### src/rtl/spi_reg_bank_pkg.sv
// Shared constants, FSM state encoding and address helper for the SPI register bank.
package spi_reg_bank_pkg;

  localparam int HDR_W       = 8;
  localparam int RW_BIT      = 7;
  localparam int ADDR_W      = 7;
  localparam int SYNC_STAGES = 2;
  localparam int CNT_W       = 5;

  typedef enum logic [1:0] {
    ST_IDLE = 2'd0,
    ST_HDR  = 2'd1,
    ST_DATA = 2'd2,
    ST_DONE = 2'd3
  } state_e;

  // Burst address step: wraps from the last implemented register back to 0.
  function automatic logic [ADDR_W-1:0] next_addr(input logic [ADDR_W-1:0] a, input int num_regs);
    return (a == ADDR_W'(num_regs - 1)) ? '0 : a + 1'b1;
  endfunction

endpackage

### src/rtl/spi_edge_sync.sv
// Brings the asynchronous SPI pins into the clk domain and flags CS/SCLK edges.
module spi_edge_sync
  import spi_reg_bank_pkg::*;
(
  input  logic clk,
  input  logic reset_n,
  input  logic spi_cs_n,
  input  logic spi_clk,
  input  logic spi_mosi,
  output logic cs_n_s,
  output logic cs_fall,
  output logic sclk_rise,
  output logic sclk_fall,
  output logic mosi_s
);

  logic [SYNC_STAGES-1:0] cs_sync;
  logic [SYNC_STAGES-1:0] sclk_sync;
  logic [SYNC_STAGES-1:0] mosi_sync;
  logic                   cs_prev;
  logic                   sclk_prev;

  // CS resets to "selected" so a frame already running at reset release
  // cannot produce a falling edge until CS has really been seen high.
  always_ff @(posedge clk or negedge reset_n) begin
    if (!reset_n) begin
      cs_sync   <= '0;
      sclk_sync <= '0;
      mosi_sync <= '0;
      cs_prev   <= 1'b0;
      sclk_prev <= 1'b0;
    end else begin
      cs_sync   <= {cs_sync[SYNC_STAGES-2:0], spi_cs_n};
      sclk_sync <= {sclk_sync[SYNC_STAGES-2:0], spi_clk};
      mosi_sync <= {mosi_sync[SYNC_STAGES-2:0], spi_mosi};
      cs_prev   <= cs_sync[SYNC_STAGES-1];
      sclk_prev <= sclk_sync[SYNC_STAGES-1];
    end
  end

  assign cs_n_s    = cs_sync[SYNC_STAGES-1];
  assign cs_fall   = cs_prev & ~cs_n_s;
  assign sclk_rise = ~sclk_prev & sclk_sync[SYNC_STAGES-1];
  assign sclk_fall = sclk_prev & ~sclk_sync[SYNC_STAGES-1];
  assign mosi_s    = mosi_sync[SYNC_STAGES-1];

endmodule

### src/rtl/spi_reg_bank.sv
// SPI mode-0 slave register bank with RW/RO registers and a sticky interrupt register.
// Optional feature: define SPI_REG_BANK_BURST_EN for auto-incrementing multi-word transfers.
module spi_reg_bank
  import spi_reg_bank_pkg::*;
#(
  parameter int                  NUM_REGS   = 32,
  parameter int                  DATA_W     = 8,
  parameter logic [NUM_REGS-1:0] RO_MASK    = '0,
  parameter logic [ADDR_W-1:0]   IRQ_ADDR   = 7'h13,
  parameter logic [DATA_W-1:0]   DEFAULT_RD = 'h99
) (
  input  logic                       clk,
  input  logic                       reset_n,
  input  logic                       spi_cs_n,
  input  logic                       spi_clk,
  input  logic                       spi_mosi,
  output logic                       spi_miso,
  output logic                       spi_miso_oe,
  output logic [NUM_REGS*DATA_W-1:0] reg_q,
  input  logic [NUM_REGS*DATA_W-1:0] ro_data,
  output logic [NUM_REGS-1:0]        wr_stb,
  output logic [NUM_REGS-1:0]        rd_stb,
  input  logic [DATA_W-1:0]          irq_src,
  output logic                       irq
);

  localparam logic [1:0] IDLE = ST_IDLE;
  localparam logic [1:0] HDR  = ST_HDR;
  localparam logic [1:0] DATA = ST_DATA;
  localparam logic [1:0] DONE = ST_DONE;

  logic cs_n_s, cs_fall, sclk_rise, sclk_fall, mosi_s;

  spi_edge_sync u_sync (
    .clk       (clk),
    .reset_n   (reset_n),
    .spi_cs_n  (spi_cs_n),
    .spi_clk   (spi_clk),
    .spi_mosi  (spi_mosi),
    .cs_n_s    (cs_n_s),
    .cs_fall   (cs_fall),
    .sclk_rise (sclk_rise),
    .sclk_fall (sclk_fall),
    .mosi_s    (mosi_s)
  );

  logic [1:0]          state;
  logic [CNT_W-1:0]    bit_cnt;
  logic [DATA_W-2:0]   shift_in;
  logic [DATA_W-1:0]   shift_out;
  logic [ADDR_W-1:0]   addr;
  logic                is_read;
  logic [DATA_W-1:0]   regs [NUM_REGS];
  logic [DATA_W-1:0]   irq_pend;
  logic [DATA_W-1:0]   irq_clr_mask;
  logic                irq_clr;

  logic                rise_sel;
  logic                hdr_last;
  logic                word_done;
  logic                wr_commit;
  logic                rd_load;
  logic                hdr_is_read;
  logic                rd_is_irq;
  logic [ADDR_W-1:0]   hdr_addr;
  logic [ADDR_W-1:0]   rd_addr;
  logic [DATA_W-1:0]   wr_word;
  logic [DATA_W-1:0]   rd_word;
  logic [NUM_REGS-1:0] rd_hit;
  logic [NUM_REGS-1:0] wr_hit;

  // The last shifted bit arrives with the completing edge, so header/word
  // values are assembled from shift_in plus the current mosi sample.
  assign rise_sel    = ~cs_n_s & sclk_rise;
  assign hdr_addr    = {shift_in[ADDR_W-2:0], mosi_s};
  assign hdr_is_read = shift_in[RW_BIT-1];
  assign wr_word     = {shift_in, mosi_s};
  assign hdr_last    = rise_sel & (state == HDR)  & (bit_cnt == CNT_W'(HDR_W - 1));
  assign word_done   = rise_sel & (state == DATA) & (bit_cnt == CNT_W'(DATA_W - 1));
  assign wr_commit   = word_done & ~is_read;

`ifdef SPI_REG_BANK_BURST_EN
  assign rd_load = (hdr_last & hdr_is_read) | (word_done & is_read);
  assign rd_addr = (state == HDR) ? hdr_addr : next_addr(addr, NUM_REGS);
`else
  assign rd_load = hdr_last & hdr_is_read;
  assign rd_addr = hdr_addr;
`endif

  always_comb begin
    rd_word   = DEFAULT_RD;
    rd_hit    = '0;
    wr_hit    = '0;
    rd_is_irq = (rd_addr == IRQ_ADDR);
    for (int n = 0; n < NUM_REGS; n++) begin
      if (rd_addr == ADDR_W'(n)) begin
        rd_hit[n] = 1'b1;
        rd_word   = RO_MASK[n] ? ro_data[n*DATA_W +: DATA_W] : regs[n];
      end
      if (addr == ADDR_W'(n)) begin
        wr_hit[n] = 1'b1;
      end
    end
    if (rd_is_irq) begin
      rd_word = irq_pend;
    end
  end

  // MISO skips the fall right after a load: that fall only presents the MSB.
  always_ff @(posedge clk or negedge reset_n) begin
    if (!reset_n) begin
      state        <= IDLE;
      bit_cnt      <= '0;
      shift_in     <= '0;
      shift_out    <= '0;
      addr         <= '0;
      is_read      <= 1'b0;
      spi_miso_oe  <= 1'b0;
      wr_stb       <= '0;
      rd_stb       <= '0;
      irq_clr      <= 1'b0;
      irq_clr_mask <= '0;
    end else begin
      wr_stb  <= '0;
      rd_stb  <= '0;
      irq_clr <= 1'b0;
      if (cs_n_s) begin
        state       <= IDLE;
        bit_cnt     <= '0;
        spi_miso_oe <= 1'b0;
      end else begin
        case (state)
          IDLE: begin
            if (cs_fall) begin
              state   <= HDR;
              bit_cnt <= '0;
            end
          end
          HDR: begin
            if (sclk_rise) begin
              shift_in <= {shift_in[DATA_W-3:0], mosi_s};
              if (hdr_last) begin
                state   <= DATA;
                bit_cnt <= '0;
                addr    <= hdr_addr;
                is_read <= hdr_is_read;
              end else begin
                bit_cnt <= bit_cnt + 1'b1;
              end
            end
          end
          DATA: begin
            if (sclk_rise) begin
              shift_in <= {shift_in[DATA_W-3:0], mosi_s};
              if (word_done) begin
                bit_cnt <= '0;
                if (wr_commit) begin
                  wr_stb <= wr_hit;
                end
`ifdef SPI_REG_BANK_BURST_EN
                addr <= next_addr(addr, NUM_REGS);
`else
                state       <= DONE;
                spi_miso_oe <= 1'b0;
`endif
              end else begin
                bit_cnt <= bit_cnt + 1'b1;
              end
            end else if (sclk_fall && is_read && bit_cnt != '0) begin
              shift_out <= {shift_out[DATA_W-2:0], 1'b0};
            end
          end
          default: begin
          end
        endcase
        if (rd_load) begin
          shift_out    <= rd_word;
          spi_miso_oe  <= 1'b1;
          rd_stb       <= rd_hit;
          irq_clr      <= rd_is_irq;
          irq_clr_mask <= irq_pend;
        end
      end
    end
  end

  always_ff @(posedge clk or negedge reset_n) begin
    if (!reset_n) begin
      for (int n = 0; n < NUM_REGS; n++) begin
        regs[n] <= '0;
      end
    end else if (wr_commit) begin
      for (int n = 0; n < NUM_REGS; n++) begin
        if (wr_hit[n] && !RO_MASK[n] && (ADDR_W'(n) != IRQ_ADDR)) begin
          regs[n] <= wr_word;
        end
      end
    end
  end

  // Only the bits handed out by the read are cleared; new sets always win.
  always_ff @(posedge clk or negedge reset_n) begin
    if (!reset_n) begin
      irq_pend <= '0;
    end else begin
      irq_pend <= (irq_pend & ~({DATA_W{irq_clr}} & irq_clr_mask)) | irq_src;
    end
  end

  for (genvar g = 0; g < NUM_REGS; g++) begin : g_regq
    assign reg_q[g*DATA_W +: DATA_W] = regs[g];
  end

  assign irq      = |irq_pend;
  assign spi_miso = spi_miso_oe & shift_out[DATA_W-1];

endmodule

### config.mk
export PLATFORM = sky130hd
export DESIGN_NAME = spi_reg_bank
export DESIGN_NICKNAME = d
export VERILOG_FILES = /design/src/rtl/spi_reg_bank_pkg.sv /design/src/rtl/spi_edge_sync.sv /design/src/rtl/spi_reg_bank.sv
export SDC_FILE = /design/constraint.sdc
export NUM_CORES = 1
export LEC_CHECK = 0
export CORE_AREA = 2 2 229 231
export DETAILED_ROUTE_END_ITERATION = 8
export DIE_AREA = 0 0 231 233
export SKIP_LAST_GASP = 1
export SYNTH_ARGS = -nofsm -noshare
export SYNTH_HDL_FRONTEND = slang
export SYNTH_SLANG_ARGS = --single-unit
### constraint.sdc
create_clock -name clk -period 2.5 [get_ports clk]
set_input_delay 0.375 -clock clk [delete_from_list [all_inputs] [get_ports clk]]
set_output_delay 0.375 -clock clk [all_outputs]
set_load 0.01 [all_outputs]
==> flow_summary.toml <==
[status]
outcome = "finished, violations left"
violations = "negative setup slack"

[min_path]
min-delay-path-class = "primary input to flip-flop"

[sta]
period_needed_ps = 2556
slew_headroom = 0.6077
hold_viol = 0
setup_violations = 41
fin_setup_tns_ps = -1089
setup_slack_ps = -56.42
skew_ps = 24.62
period_share = 1.023
timing.fmax_mhz = 391.2
rsz0062_at_grt = "yes"
worstMarginPinSlew_ps = 586.3
report.final.slew_viol_count = 0

[routing]
viasPerCell = 5.383
vias = 14253
drc = 0
drtPass1Iterations = 5
drt_iter0_markers = 1317
ant_nets = 0
wl_per_cell_um = 25.69
postRouteWirelength_um = 68030

[synth]
synth_simple_gate_area_frac = 0.09443
syn_area_um2 = 16520
synth_compound_area_frac = 0.1081
synthDistinctLibCells = 71
synth_cells = 1392
synth_top_area_frac = 0.5558
synth-seq-cells = 367
synth_top_family_by_area = "multiplexers"
ys_warn_count = 8
synth_area_leaders = "dfrtp_1 56%, mux2_2 18%, nand2_1 2.5%"
synth.yosys.seq_area_share = 0.5558
synth_mux_area_frac = 0.2041
synthAdderAreaFrac = 0.003786
ys.flop_type = "dfrtp_1"
async_reset_ff_frac = 1.000
synth_xor_area_frac = 0
yosys.area.top_type = "dfrtp_1"
syn_area_per_cell_um2 = 11.87
synth-edff-count = 0

[clocking]
cts_buffers = 42
clock_latency_ps = 580
cts_tree = "done"
clk_pin_slew_ps = 60
clockBufferDepth = 3
htreeDepth = 2
cts.sinks = 367
root_buffer = "clkbuf_16"

[cells_and_area]
finalNonFillerCells = 2648
final_layout_size_suffix_gt1_frac = 0.3730
syn2layout_area_growth_pct = 51.17
nets = 2212
n_fill_cell = 4584
diodes = 0
final_cell_area_um2 = 24980
ff_latch_area_um2 = 9195
utilization = 0.4889
multi_input_area_um2 = 7428

[grt]
antenna_found_initial = 0
grt_pass1_vias = 14304
gr-total-overflow = 0
track_usage = 0.2461
grt_max_degree = 73
grt_first_pass_wirelength_um = 97200

[power_and_ir_drop]
leakagePower_nw = 11.44
finalPower_w = 0.01850
power.density_nw_per_um2 = 740.6
irDropWorstVdd_v = 0.0004127

[setup_path]
cp-start-kind = "flip-flop"
worstSetupPathType = "flip-flop to flip-flop"
cp_max_fo = 8
cp.arrival_ps = 3010
cp_data_required_time_ps = 2960
cp-end-kind = "flip-flop"

[place]
placed_area_um2 = 22300
dp_cells = 2524
io_buffers = 327
dp_hpwl_um = 48450
gp_congestion = 0.9317

[die]
ios = 592
dieArea_um2 = 53820
start_util = 0.3234
fp-row-count = 83
dieWidth_um = 231
core_area_um2 = 51090
die_h_um = 233

[run]
max_cap_violations = 0
what timing repair did:
action / 4_1_cts / 5_1_grt
gates resized for setup: 77 / 91
setup endpoints to repair: 143 / 176
hold buffers: 1 / 0
cloned: 2 / 3
buffers inserted: 16 / 32
pin swaps: 16 / 30
endpoints found under the hold margin: 54 / 0
cells in the final DEF (no fill, tap or decap), types with 7 or more instances in the layout:
master	n
dfrtp_1	362
clkdlybuf4s50_1	326
mux2_2	257
buf_4	212
nand2_1	101
nor2_1	93
o21ai_0	51
clkbuf_16	45
a21oi_1	35
buf_12	33
o22ai_1	30
mux2i_1	23
inv_1	22
buf_6	22
nand3_1	15
nor2b_1	13
clkbuf_8	13
nor2_2	12
mux2_4	11
a211oi_1	11
a21o_1	10
nor3_1	10
nor2_4	9
o221ai_1	8
o31ai_1	8
conb_1	8
nand2b_1	7
a22oi_1	7
clkinv_2	7
synth_stat cells (9+ instances only):
cell type,number
mux2i_1,23
a221oi_1,10
clkbuf_1,73
buf_2,20
a21o_1,10
a211oi_1,16
nand3_1,19
dfrtp_1,367
buf_4,9
o21ai_0,56
o22ai_1,35
nor2_1,97
nand2b_1,9
mux2_2,268
o221ai_1,12
nor2_2,17
inv_1,23
nor2b_1,17
nand2_1,109
nor3_1,14
a21oi_1,43
o32ai_1,11
final timing paths:
kind | slack (ps) | startpoint | end | cells past startpoint
max | -60 | state[0]$_DFFE_PN0P_ | reg_q[189]$_DFFE_PN0P_ | 10
min reg2reg | 350 | u_sync.mosi_sync[0]$_DFF_PN0_ | u_sync.mosi_sync[1]$_DFF_PN0_ | 0
min | 250 | spi_mosi | u_sync.mosi_sync[0]$_DFF_PN0_ | 1
min in group asynchronous | 360 | reset_n | wr_stb[22]$_DFF_PN0_ | 2
max reg2reg | -60 | state[0]$_DFFE_PN0P_ | reg_q[189]$_DFFE_PN0P_ | 10
max in group asynchronous | 1290 | reset_n | reg_q[34]$_DFFE_PN0P_ | 3
registers in the layout (all words and copies together) (netlist names), 7 cells and up:
register      count
addr              7
irq_clr_mask      8
irq_pend          8
rd_stb           32
reg_q           248
shift_in          7
shift_out         8
wr_stb           32
layer usage:
metal  global-route usage  wire length, µm
met1               0.3307            28580
met5                    0                0
met4              0.09395             2510
met3              0.05135             5494
met2               0.3899            31440
kinds of logic after synthesis:
group	count (synthesis)
DFF	367
and+or+nand+nor	326
muxes	297
AOI/OAI and AO/OA	264
buffers and inverters	132
adders and majority gates	5
other	1
final cells by class:
class / count / area share
Clock buffer: 60 / 0.05084
Sequential cell: 367 / 0.3681
Inverter: 25 / 0.003957
Multi-Input combinational cell: 900 / 0.2974
Clock inverter: 14 / 0.008065
Timing Repair Buffer: 602 / 0.2375
Tap cell: 680 / 0.03406
through the flow:
stage	hold slack, ps	setup WS [ps]
4_1_cts	228.0	-49.69
2_1_floorplan	79.41	68.10
3_5_place_dp	340.1	-378.4
6_report	247.9	-56.42
5_1_grt	247.9	-119.7
3_3_place_gp	339.5	-345.8
where the power goes:
group | switching (W) | leakage (nW) | internal (W)
clock network | 0.00254 | 0.731 | 0.00403
registers | 0.0000972 | 5.06 | 0.00601
logic | 0.00345 | 5.65 | 0.00236
worst max-delay path, cell delays in order (launching register included):
cell and delay, ps:
dfrtp_1 390, inv_2 70, ha_4 120, or4b_4 480, buf_4 160, nor3_2 110, nand2_2 170, nor3b_4 270
nand3_1 170, buf_6 210, mux2_2 280
(Power assumes the default switching activity.)
